===== config.mk =====
export PLATFORM = sky130hd
export DESIGN_NAME = frame_logger
export DESIGN_NICKNAME = d
export VERILOG_FILES = /design/src/rtl/frame_logger.sv
export SDC_FILE = /design/constraint.sdc
export NUM_CORES = 1
export LEC_CHECK = 0
export ABC_AREA = 0
export CORE_UTILIZATION = 45
export DETAILED_ROUTE_END_ITERATION = 6
export PLACE_DENSITY_LB_ADDON = 0.25
export SYNTH_ARGS = -nofsm -noshare
export SYNTH_HDL_FRONTEND = slang
export SYNTH_SLANG_ARGS = --single-unit

===== constraint.sdc =====
create_clock -name i_clock -period 3.5 [get_ports i_clock]
set_clock_uncertainty 0.2 [all_clocks]
set_input_delay 0.875 -clock i_clock [delete_from_list [all_inputs] [get_ports i_clock]]
set_output_delay 0.875 -clock i_clock [all_outputs]
set_load 0.02 [all_outputs]

===== src/rtl/frame_logger.sv =====
// frame_logger: periodic / triggered framed logger feeding a byte-wide UART.
// Frame = SYNC_BYTE, length, payload bytes 0..N-1, optional XOR checksum.
// The payload is snapshotted at frame start so it stays constant for the whole frame.
module frame_logger #(
    parameter int         NUM_BYTES       = 7,
    parameter int         UART_DATA_SIZE  = 8,
    parameter int         TICKS           = 60000000,
    parameter logic [7:0] SYNC_BYTE       = 8'hA5,
    parameter int         ENABLE_CHECKSUM = 1,
    parameter int         PERIODIC        = 1
) (
    input  logic                        i_clock,
    input  logic                        i_reset,
    input  logic                        i_enable,
    input  logic                        i_trigger,
    input  logic [NUM_BYTES*8-1:0]      i_payload,
    input  logic                        i_txReady,
    output logic [UART_DATA_SIZE-1:0]   o_txData,
    output logic                        o_txValid,
    output logic                        o_busy,
    output logic [15:0]                 o_frameCount
);
    // Index of the final byte of a frame (checksum if enabled, else last payload byte).
    localparam int LAST_IDX = NUM_BYTES + 1 + ((ENABLE_CHECKSUM != 0) ? 1 : 0);
    localparam int IDX_W    = 8;
    localparam int CNT_W    = ($clog2(TICKS) < 1) ? 1 : $clog2(TICKS);

    typedef enum logic [1:0] {
        ST_IDLE = 2'd0,
        ST_SEND = 2'd1,
        ST_END  = 2'd2
    } state_t;

    state_t                    state_q, state_d;
    logic [CNT_W-1:0]          cnt_q, cnt_d;
    logic                      pend_q, pend_d;
    logic [IDX_W-1:0]          idx_q, idx_d;
    logic [NUM_BYTES*8-1:0]    snap_q, snap_d;
    logic [7:0]                chk_q, chk_d;
    logic [15:0]               fc_q, fc_d;

    logic start;
    logic xfer;
    logic last_xfer;

    // Frame start and byte-transfer qualifiers.
    always_comb begin
        start     = (state_q == ST_IDLE) && i_enable &&
                    (i_trigger || pend_q ||
                     ((PERIODIC != 0) && (cnt_q == CNT_W'(TICKS - 1))));
        xfer      = (state_q == ST_SEND) && i_txReady;
        last_xfer = xfer && (idx_q == IDX_W'(LAST_IDX));
    end

    // State register.
    always_ff @(posedge i_clock) begin
        if (i_reset) state_q <= ST_IDLE;
        else         state_q <= state_d;
    end

    // Next-state logic; unused encodings fall back to IDLE.
    always_comb begin
        state_d = ST_IDLE;
        case (state_q)
            ST_IDLE: state_d = start ? ST_SEND : ST_IDLE;
            ST_SEND: state_d = last_xfer ? ST_END : ST_SEND;
            ST_END:  state_d = ST_IDLE;
            default: state_d = ST_IDLE;
        endcase
    end

    // Datapath next values: period counter, pending trigger, byte index, snapshot, count.
    always_comb begin
        cnt_d  = '0;
        pend_d = pend_q;
        idx_d  = idx_q;
        snap_d = snap_q;
        chk_d  = chk_q;
        fc_d   = fc_q;

        // Counter only runs while idle and enabled; it restarts on every return to IDLE.
        if ((state_q == ST_IDLE) && i_enable && !start)
            cnt_d = cnt_q + 1'b1;

        if ((state_q != ST_IDLE) && i_trigger)
            pend_d = 1'b1;

        if (start) begin
            pend_d = 1'b0;
            idx_d  = '0;
            snap_d = i_payload;
            chk_d  = 8'(NUM_BYTES);
            for (int k = 0; k < NUM_BYTES; k++)
                chk_d = chk_d ^ i_payload[8*k +: 8];
        end

        // A disabled logger forgets any queued trigger, even mid-frame.
        if (!i_enable)
            pend_d = 1'b0;

        if (xfer && !last_xfer)
            idx_d = idx_q + 1'b1;

        if (state_q == ST_END) begin
            idx_d = '0;
            fc_d  = fc_q + 1'b1;
        end
    end

    // Datapath registers.
    always_ff @(posedge i_clock) begin
        if (i_reset) begin
            cnt_q  <= '0;
            pend_q <= 1'b0;
            idx_q  <= '0;
            snap_q <= '0;
            chk_q  <= '0;
            fc_q   <= '0;
        end else begin
            cnt_q  <= cnt_d;
            pend_q <= pend_d;
            idx_q  <= idx_d;
            snap_q <= snap_d;
            chk_q  <= chk_d;
            fc_q   <= fc_d;
        end
    end

    // Outputs decoded from state; data is zero whenever nothing is being offered.
    always_comb begin
        o_txData     = '0;
        o_txValid    = 1'b0;
        o_busy       = 1'b0;
        o_frameCount = fc_q;
        case (state_q)
            ST_SEND: begin
                o_txValid = 1'b1;
                o_busy    = 1'b1;
                if (idx_q == IDX_W'(0)) begin
                    o_txData = SYNC_BYTE;
                end else if (idx_q == IDX_W'(1)) begin
                    o_txData = 8'(NUM_BYTES);
                end else begin
                    o_txData = chk_q;
                    for (int k = 0; k < NUM_BYTES; k++)
                        if (idx_q == IDX_W'(k + 2))
                            o_txData = snap_q[8*k +: 8];
                end
            end
            ST_END:  o_busy = 1'b1;
            default: ;
        endcase
    end
endmodule


---- Yosys cells after proc, flatten, opt, wreduce, memory -nomap -nowiden ----
Cells that the tools add are included.
operators by class
  $add $sub $neg .......................... 3
  muxes and demuxes ....................... 17
  eq/ne operators ......................... 12
  reduce and logical (&&, ||, !) cells .... 19
  bitwise operators ....................... 9
operator list
  kind                     count
  $mux W8                  12
  $xor A8 B8 Y8            6
  $eq A8 B3 Y1 const B     4
  $add A26 B1 Y26 const B  1
  $eq A26 B26 Y1 const B   1
  $add A16 B1 Y16 const B  1
  $eq A8 B2 Y1 const B     2
  $eq A8 B4 Y1 const B     2
  $add A8 B1 Y8 const B    1
  $eq A8 B1 Y1 const B     1
  $logic_not A8 Y1         1
  $logic_and A1 B1 Y1      7
  $reduce_or A2 Y1         3
  $pmux W2 S2              1
  $reduce_bool A2 Y1       2
  $mux W1                  3
  $not A3 Y3               1
  $reduce_or A3 Y1         1
  $eq A2 B1 Y1 const B     1
  $eq A2 B2 Y1 const B     1
  $logic_not A1 Y1         2
  $logic_not A2 Y1         1
  $logic_or A1 B1 Y1       2
  $mux W2                  1
  $not A1 Y1               2
word-level totals
  register bits after elaboration ......... 117
  input bits .............................. 61
  output and inout port bits .............. 26
  logic and storage cells ................. 67

---- Logic depth before layout (Yosys ltp) ----
Gate-level depths: netlist of the first run.
  depth in word-level cells ............... 11
  mapped depth ............................ 9
  depth with buffers taken out ............ 7

---- Worst setup path after synthesis of the first run ----
OpenSTA, ideal clock, no wires.
  kind .................................... register to output
  start point ............................. register idx_q[4]
  end point ............................... output o_txData[5]
  arrival ................................. 1.982 ns
  stages on the path, launching flop included .. 7
  setup slack ............................. 0.443 ns
  cells stage by stage .................... dfxtp_1 -> or4_1 -> buf_6 -> nor4_4 -> o22a_1 -> o21ai_1 -> a31oi_1
on the way
  cells in the longest elaborated chain, start to end .. 11
  elaborated cells on any way between the ends .. 19
  classes of those cells .................. eq/ne: 8; mux: 10; reduce/logical: 1
ends and longest elaborated chain
  element                 RTL line  source
  start, declared         37        logic [IDX_W-1:0] idx_q, idx_d;
  start signal, assigned  122       idx_q <= idx_d;
  $eq A8 B2 Y1            146       if (idx_q == IDX_W'(k + 2))
  $mux W8 (7 in series)   146
  $mux W8                 141       end else if (idx_q == IDX_W'(1)) begin
  $mux W8 *               139       if (idx_q == IDX_W'(0)) begin
  $mux W8 *               135       case (state_q)
  end, declared           18        output logic [UART_DATA_SIZE-1:0] o_txData,
Mark *: on every way between the ends. The rest lies on a longest branch, timed or not.

---- Worst setup path after layout of the first run ----
  start point ............................. register idx_q[0]
  end point ............................... output o_txData[4]
The elaborated chain is that of the path after synthesis.

==> impl_metrics.toml, run 1 <==
[status]
status = "finished, final reports clean"

[timing]
max_slew.worst_pin.slew_ns = 0.6723
max_slew_margin_pct = 54.97
fin_crit_ns = 3.494
fin_tns_setup_ns = 0
setup_viol = 0
finalHoldViolCount = 0
fmax_ghz = 0.2862
rsz0062_at_grt = "yes"
finalCritPeriodShare_pct = 99.83
slew_violations = 0

[layout]
syn_to_final_growth_pct = 29.56
drive_gt1_share_pct = 11.30
insertedDiodeCount = 0
fin_nets = 942
fin_util_pct = 60.32
num-fill-cells = 1177

[logic_synthesis]
synth_top_cell_by_area = "dfxtp_1"
netlist-cell-type-count = 54
yosys-top-cells-count = "dfxtp_1, a21oi_1, nand3_1, nor2_1, o21ai_0"
synth_flop_cell = "dfxtp_1"
synth-edff-count = 0
syn-instance-count = 788
synthTopCellsByArea = "dfxtp_1, a21oi_1, xnor2_1, nand3_1, xor2_1"
yosys_register_bits = 117
synth_nets = 858
ys_seq_area_share_pct = 37.69
synthesis.area_um2 = 6215
yosys_warnings = 0
async_flop_share_pct = 0
yosysMostFrequentCell = "dfxtp_1"
avgSynthCellArea_um2 = 7.887
synth_top_area_share_pct = 37.69

[worst_setup_path]
cp_data_required_time_ns = 2.42
crit_buf_inv = 3
crit_chain = "ha_1 > buf_4 > buf_4 > nand3b_1 > a21oi_1 > o21bai_1 > a21oi_1 > o21a_1 > clkdlybuf4s15_2"
cp-start-kind = "register"
rr_startpoint = "cnt_q[0]"
ff2ff_path_depth = 7
critPathCaptureType = "primary output"
reg2reg_to = "idx_q[4]"
crit_fanout = 13
max_stage_delay_ns = 0.34
critPathArrivalTime_ns = 2.42
cpMaxStageDelayCell = "dfxtp_2"
critPathTopFamily = "compound AO/OA/AOI/OAI gates"
rrSetupSlack_ns = 0.81
crit_type = "register to primary output"

[clock_tree]
ctsHoldBuffers = 0
insertion_delay_ns = 0.42
cts_root_buffer = "clkbuf_16"
cts_made_buffers = 17
cts_buffer_depth = 2
cts_tree = "built"
htree_num_levels = 4
cts.sinks = 117
clkTransAtPathRegs_ns = 0.05

[drt]
vias = 6211
drc = 0
routed_via_density = 5.854
drtPass1Iterations = 5
detail-route-antenna-nets = 0
drt_iter0_markers = 593
drt-total-wl_mm = 18.66
wl_per_cell_um = 17.59

[global_route]
grt-ovfl-total = 0
grt_pass1_wl_mm = 29.74
antenna_found_initial = 0
first_global_vias = 5927
track_usage_pct = 26.76
grt_max_degree = 66

[floorplan]
core_area_um2 = 13350
io-pin-count = 87
chipHeight_um = 119.5
die_w_um = 119.5
fp-row-count = 42
die-area_um2 = 14280
start_util_pct = 46.56

[hold_path]
hold_end = "cnt_q[0]"
hp-class = "register to register"
min_path_cells = 1
holdCritStartpoint = "cnt_q[0]"

[power]
total_leakage_power_nw = 2.714
irDropWorstVdd_mv = 0.3279
power_density_nw_per_um2 = 465.1

[placed_design]
dpl.hpwl_mm = 13.18
gp_congestion = 1.015
io_buffers = 86

[run]
drv_cap = 0
==> repair_timing <==
action	CTS	global route
cloned	0	0
pin swaps	2	5
setup buffers	1	4
setup endpoints to repair	8	8
resized for setup	40	11
==> where the power goes <==
| group | internal, W | leakage, nW | total [W] | switching, W |
|---|---|---|---|---|
| sequential | 0.00138 | 0.951 | 0.00141 | 0.0000301 |
| clock | 0.00127 | 0.309 | 0.00189 | 0.000623 |
| combinational | 0.000199 | 1.45 | 0.000446 | 0.000247 |
==> sequential cells by signal, summed over array words and instances, names as in the netlist <==
| register | cells |
|---|---|
| snap_q | 56 |
| idx_q | 8 |
| pend_q | 1 |
| cnt_q | 26 |
| state_q | 2 |
| o_frameCount | 16 |
| chk_q | 8 |
==> logic make-up after synthesis <==
kind of cell	Yosys count	synth area share, %
compound gates	225	20.68
buf+inv	79	5.577
simple gates	270	21.82
flops	117	37.69
xor+xnor	87	12.26
mux	1	0.1611
fa+ha+maj	9	1.812
==> metrics by stage <==
step / setup WS (ns) / total power (W) / std cells / instance area [um2] / hold WS [ns]
2_1_floorplan: 0.4434 / 0.001683 / 788 / 6215 / 0.2295
3_3_place_gp: 0.03000 / 0.001861 / 1024 / 7328 / 0.2429
3_5_place_dp: -0.03195 / 0.001871 / 1024 / 7328 / 0.2533
4_1_cts: -0.007582 / 0.003756 / 1057 / 8000 / 0.2662
5_1_grt: -0.05352 / 0.003862 / 1061 / 8051 / 0.2998
6_report: 0.005949 / 0.003745 / 1061 / 8051 / 0.2643
==> metal layers <==
metal	GRT usage [%]	up-vias	wire (um)
met4	11.80	0	558
met1	34.23	2949	7997
li1	-	2947	-
met2	43.35	273	8824
met5	0	-	0
met3	5.656	42	1279
==> worst max-delay path by stage <==
stage	to	slack, ns	from	cells past startpoint
floorplan	o_txData[5]	0.44	idx_q[4]	6
finish	o_txData[4]	0.006	idx_q[0]	9
detailed placement	o_txData[2]	-0.03	idx_q[7]	7
CTS	o_txData[6]	-0.008	idx_q[0]	9
global route	o_txData[3]	-0.05	idx_q[0]	9
global placement	o_txData[2]	0.03	idx_q[7]	7
==> layout make-up <==
| cell class | count | area [um2] | share of cell area (%) |
|---|---|---|---|
| Clock inverter | 10 | 168.9 | 2.098 |
| Multi-Input combinational cell | 592 | 3568 | 44.32 |
| Timing Repair Buffer | 126 | 1197 | 14.87 |
| Tap cell | 176 | 220.2 | 2.735 |
| Clock buffer | 22 | 484.2 | 6.014 |
| Inverter | 18 | 67.56 | 0.8392 |
| Sequential cell | 117 | 2345 | 29.12 |
==> cell usage in the layout (no fill, tap or decap), drive strengths merged, types with 4 or more instances in the layout <==
cell type / count
nand3: 83
nor2: 69
nand3b: 7
nor3b: 5
ha: 9
or4: 5
o21a: 7
nor2b: 6
a211oi: 5
clkdlybuf4s50: 77
dfxtp: 117
inv: 19
nor4: 4
nand4: 9
nand2: 37
and3: 7
or3: 4
a21oi: 95
a22oi: 4
buf: 47
nor3: 18
or2: 4
clkbuf: 22
a31oi: 7
xnor2: 52
xor2: 35
a221oi: 5
bufinv: 4
o21ai: 79
o22ai: 4
(Power assumes the default switching activity.)
==> inputs of run 2 (changes only) <==
--- a/config.mk
+++ b/config.mk
@@ -6,7 +6,9 @@
 export NUM_CORES = 1
 export LEC_CHECK = 0
 export ABC_AREA = 0
+export CAP_MARGIN = 20
 export CORE_UTILIZATION = 45
+export CTS_CLUSTER_SIZE = 12
 export DETAILED_ROUTE_END_ITERATION = 6
 export PLACE_DENSITY_LB_ADDON = 0.25
 export SYNTH_ARGS = -nofsm -noshare
==> constraint.sdc (replaced) <==
create_clock -name i_clock -period 3.5 [get_ports i_clock]
set_clock_uncertainty 0.2 [all_clocks]
set_input_delay 0.7 -clock i_clock [delete_from_list [all_inputs] [get_ports i_clock]]
set_output_delay 0.7 -clock i_clock [all_outputs]
set_load 0.02 [all_outputs]
==> impl_metrics.toml, run 2 (synthesis gave the netlist of run 1 again) <==
[worst_setup_path]
cp-endpoint = "o_txData[7]"
crit_start = "idx_q[0]"
reg2reg_to = "chk_q[2]"
crit_fanout = 10
rrSetupSlack_ns = 0.91
cp-start-kind = "register"
rr_startpoint = "cnt_q[0]"
ff2ff_path_depth = 7
critPathCaptureType = "primary output"
critPathArrivalTime_ns = 2.56
crit_type = "register to primary output"
cp_data_required_time_ns = 2.60

[floorplan]
die_w_um = 119.5
die-area_um2 = 14280
start_util_pct = 46.56
io-pin-count = 87
chipHeight_um = 119.5
fp-row-count = 42
core_area_um2 = 13350

[placed_design]
dpl_worst_slack_ns = 0.07285
dp_cells = 1021
gp_congestion = 0.9397
dpl.hpwl_mm = 13.18
io_buffers = 86

[global_route]
antenna_found_initial = 0
grt_max_degree = 53
first_global_vias = 5792
grt_pass1_wl_mm = 28.99
track_usage_pct = 26.22
grt-ovfl-total = 0

[clock_tree]
cts.sinks = 117
cts_tree = "built"
insertion_delay_ns = 0.42
ctsHoldBuffers = 0
clkTransAtPathRegs_ns = 0.05
htree_num_levels = 4
cts_made_buffers = 17
cts_root_buffer = "clkbuf_16"
cts_buffer_depth = 2

[timing]
fin_crit_ns = 3.456
worst_slack_ns = 0.04437
slew_violations = 0
setup_viol = 0
rsz0062_at_grt = "yes"
whs_ns = 0.2592
max_slew_margin_pct = 48.43
max_slew.worst_pin.slew_ns = 0.7736
fmax_ghz = 0.2894
finalCritPeriodShare_pct = 98.73
finalHoldViolCount = 0

[power]
irDropWorstVdd_mv = 0.4439
total_leakage_power_nw = 2.641
power_density_nw_per_um2 = 453.1
power.total_w = 0.003580

[drt]
detail-route-antenna-nets = 0
drt-total-wl_mm = 18.42
wl_per_cell_um = 17.51
drtPass1Iterations = 5
vias = 6086
routed_via_density = 5.785
drc = 0
drt_iter0_markers = 536

[layout]
layout_common_cells = "dfxtp_1, a21oi_1, nand3_1, clkdlybuf4s50_1, nor2_1"
final_common_cell = "dfxtp_1"
fin_util_pct = 59.19
fin_nets = 935
regMostFlops = "snap_q"
syn_to_final_growth_pct = 27.12
insertedDiodeCount = 0
fin_cells = 1052
drive_gt1_share_pct = 9.361
largest_reg_flops = 56

[run]
drv_cap = 0

[status]
status = "finished, final reports clean"

[hold_path]
hp-class = "register to register"
-- run 2: per-layer routing --
| layer | vias up | global-route usage [%] | part of all wire, % |
|---|---|---|---|
| li1 | 2923 | - | - |
| met1 | 2905 | 33.94 | 45 |
| met2 | 218 | 42.09 | 46 |
| met3 | 40 | 5.751 | 6.0 |
| met4 | 0 | 11.02 | 2.8 |
| met5 | - | 0 | 0 |
-- run 2: repair_timing --
item / 4_1_cts / 5_1_grt
endpoints found under the setup margin: 8 / 8
gates resized for setup: 13 / 14
pin swaps: 0 / 1
setup buffers: 0 / 1
-- run 2: worst min path at each step --
stage | from | endpoint | depth (start not counted)
floorplan | cnt_q[0] | cnt_q[0] | 1
global placement | cnt_q[0] | cnt_q[0] | 1
detailed placement | cnt_q[0] | cnt_q[0] | 1
CTS | cnt_q[0] | cnt_q[0] | 1
global route | snap_q[50] | snap_q[50] | 2
finish | cnt_q[0] | cnt_q[0] | 1
-- run 2: worst max-delay path: stages (launching register included) --
cell and delay, ns:
dfxtp_1 0.35, inv_1 0.14, ha_2 0.34, buf_4 0.21
a221oi_1 0.09, or4_1 0.47, o221ai_1 0.09, a31oi_1 0.12
dlygate4sd2_1 0.33
-- run 2: where the power goes --
group	total [W]	internal (W)	switching (W)
Sequential	0.00141	0.00138	0.0000305
Combinational	0.000441	0.000195	0.000246
Clock	0.00173	0.00113	0.000606
Total	0.00358	0.00270	0.000883
-- run 2: area by class of cell --
class	count	area (um2)
clock inverter	9	130.1
inverter	18	67.56
timing repair buffer	119	1126
fill	1221	5448
tap	176	220.2
sequential	117	2342
multi-input combinational	592	3563
clock buffer	21	450.4
-- run 2: stage by stage --
step                      setup TNS (ns)  cell area, um2
after floorplan                        0            6215
after global placement                 0            7318
after detailed placement               0            7318
after CTS                              0            7901
after global routing            -0.07606            7900
final                                  0            7900
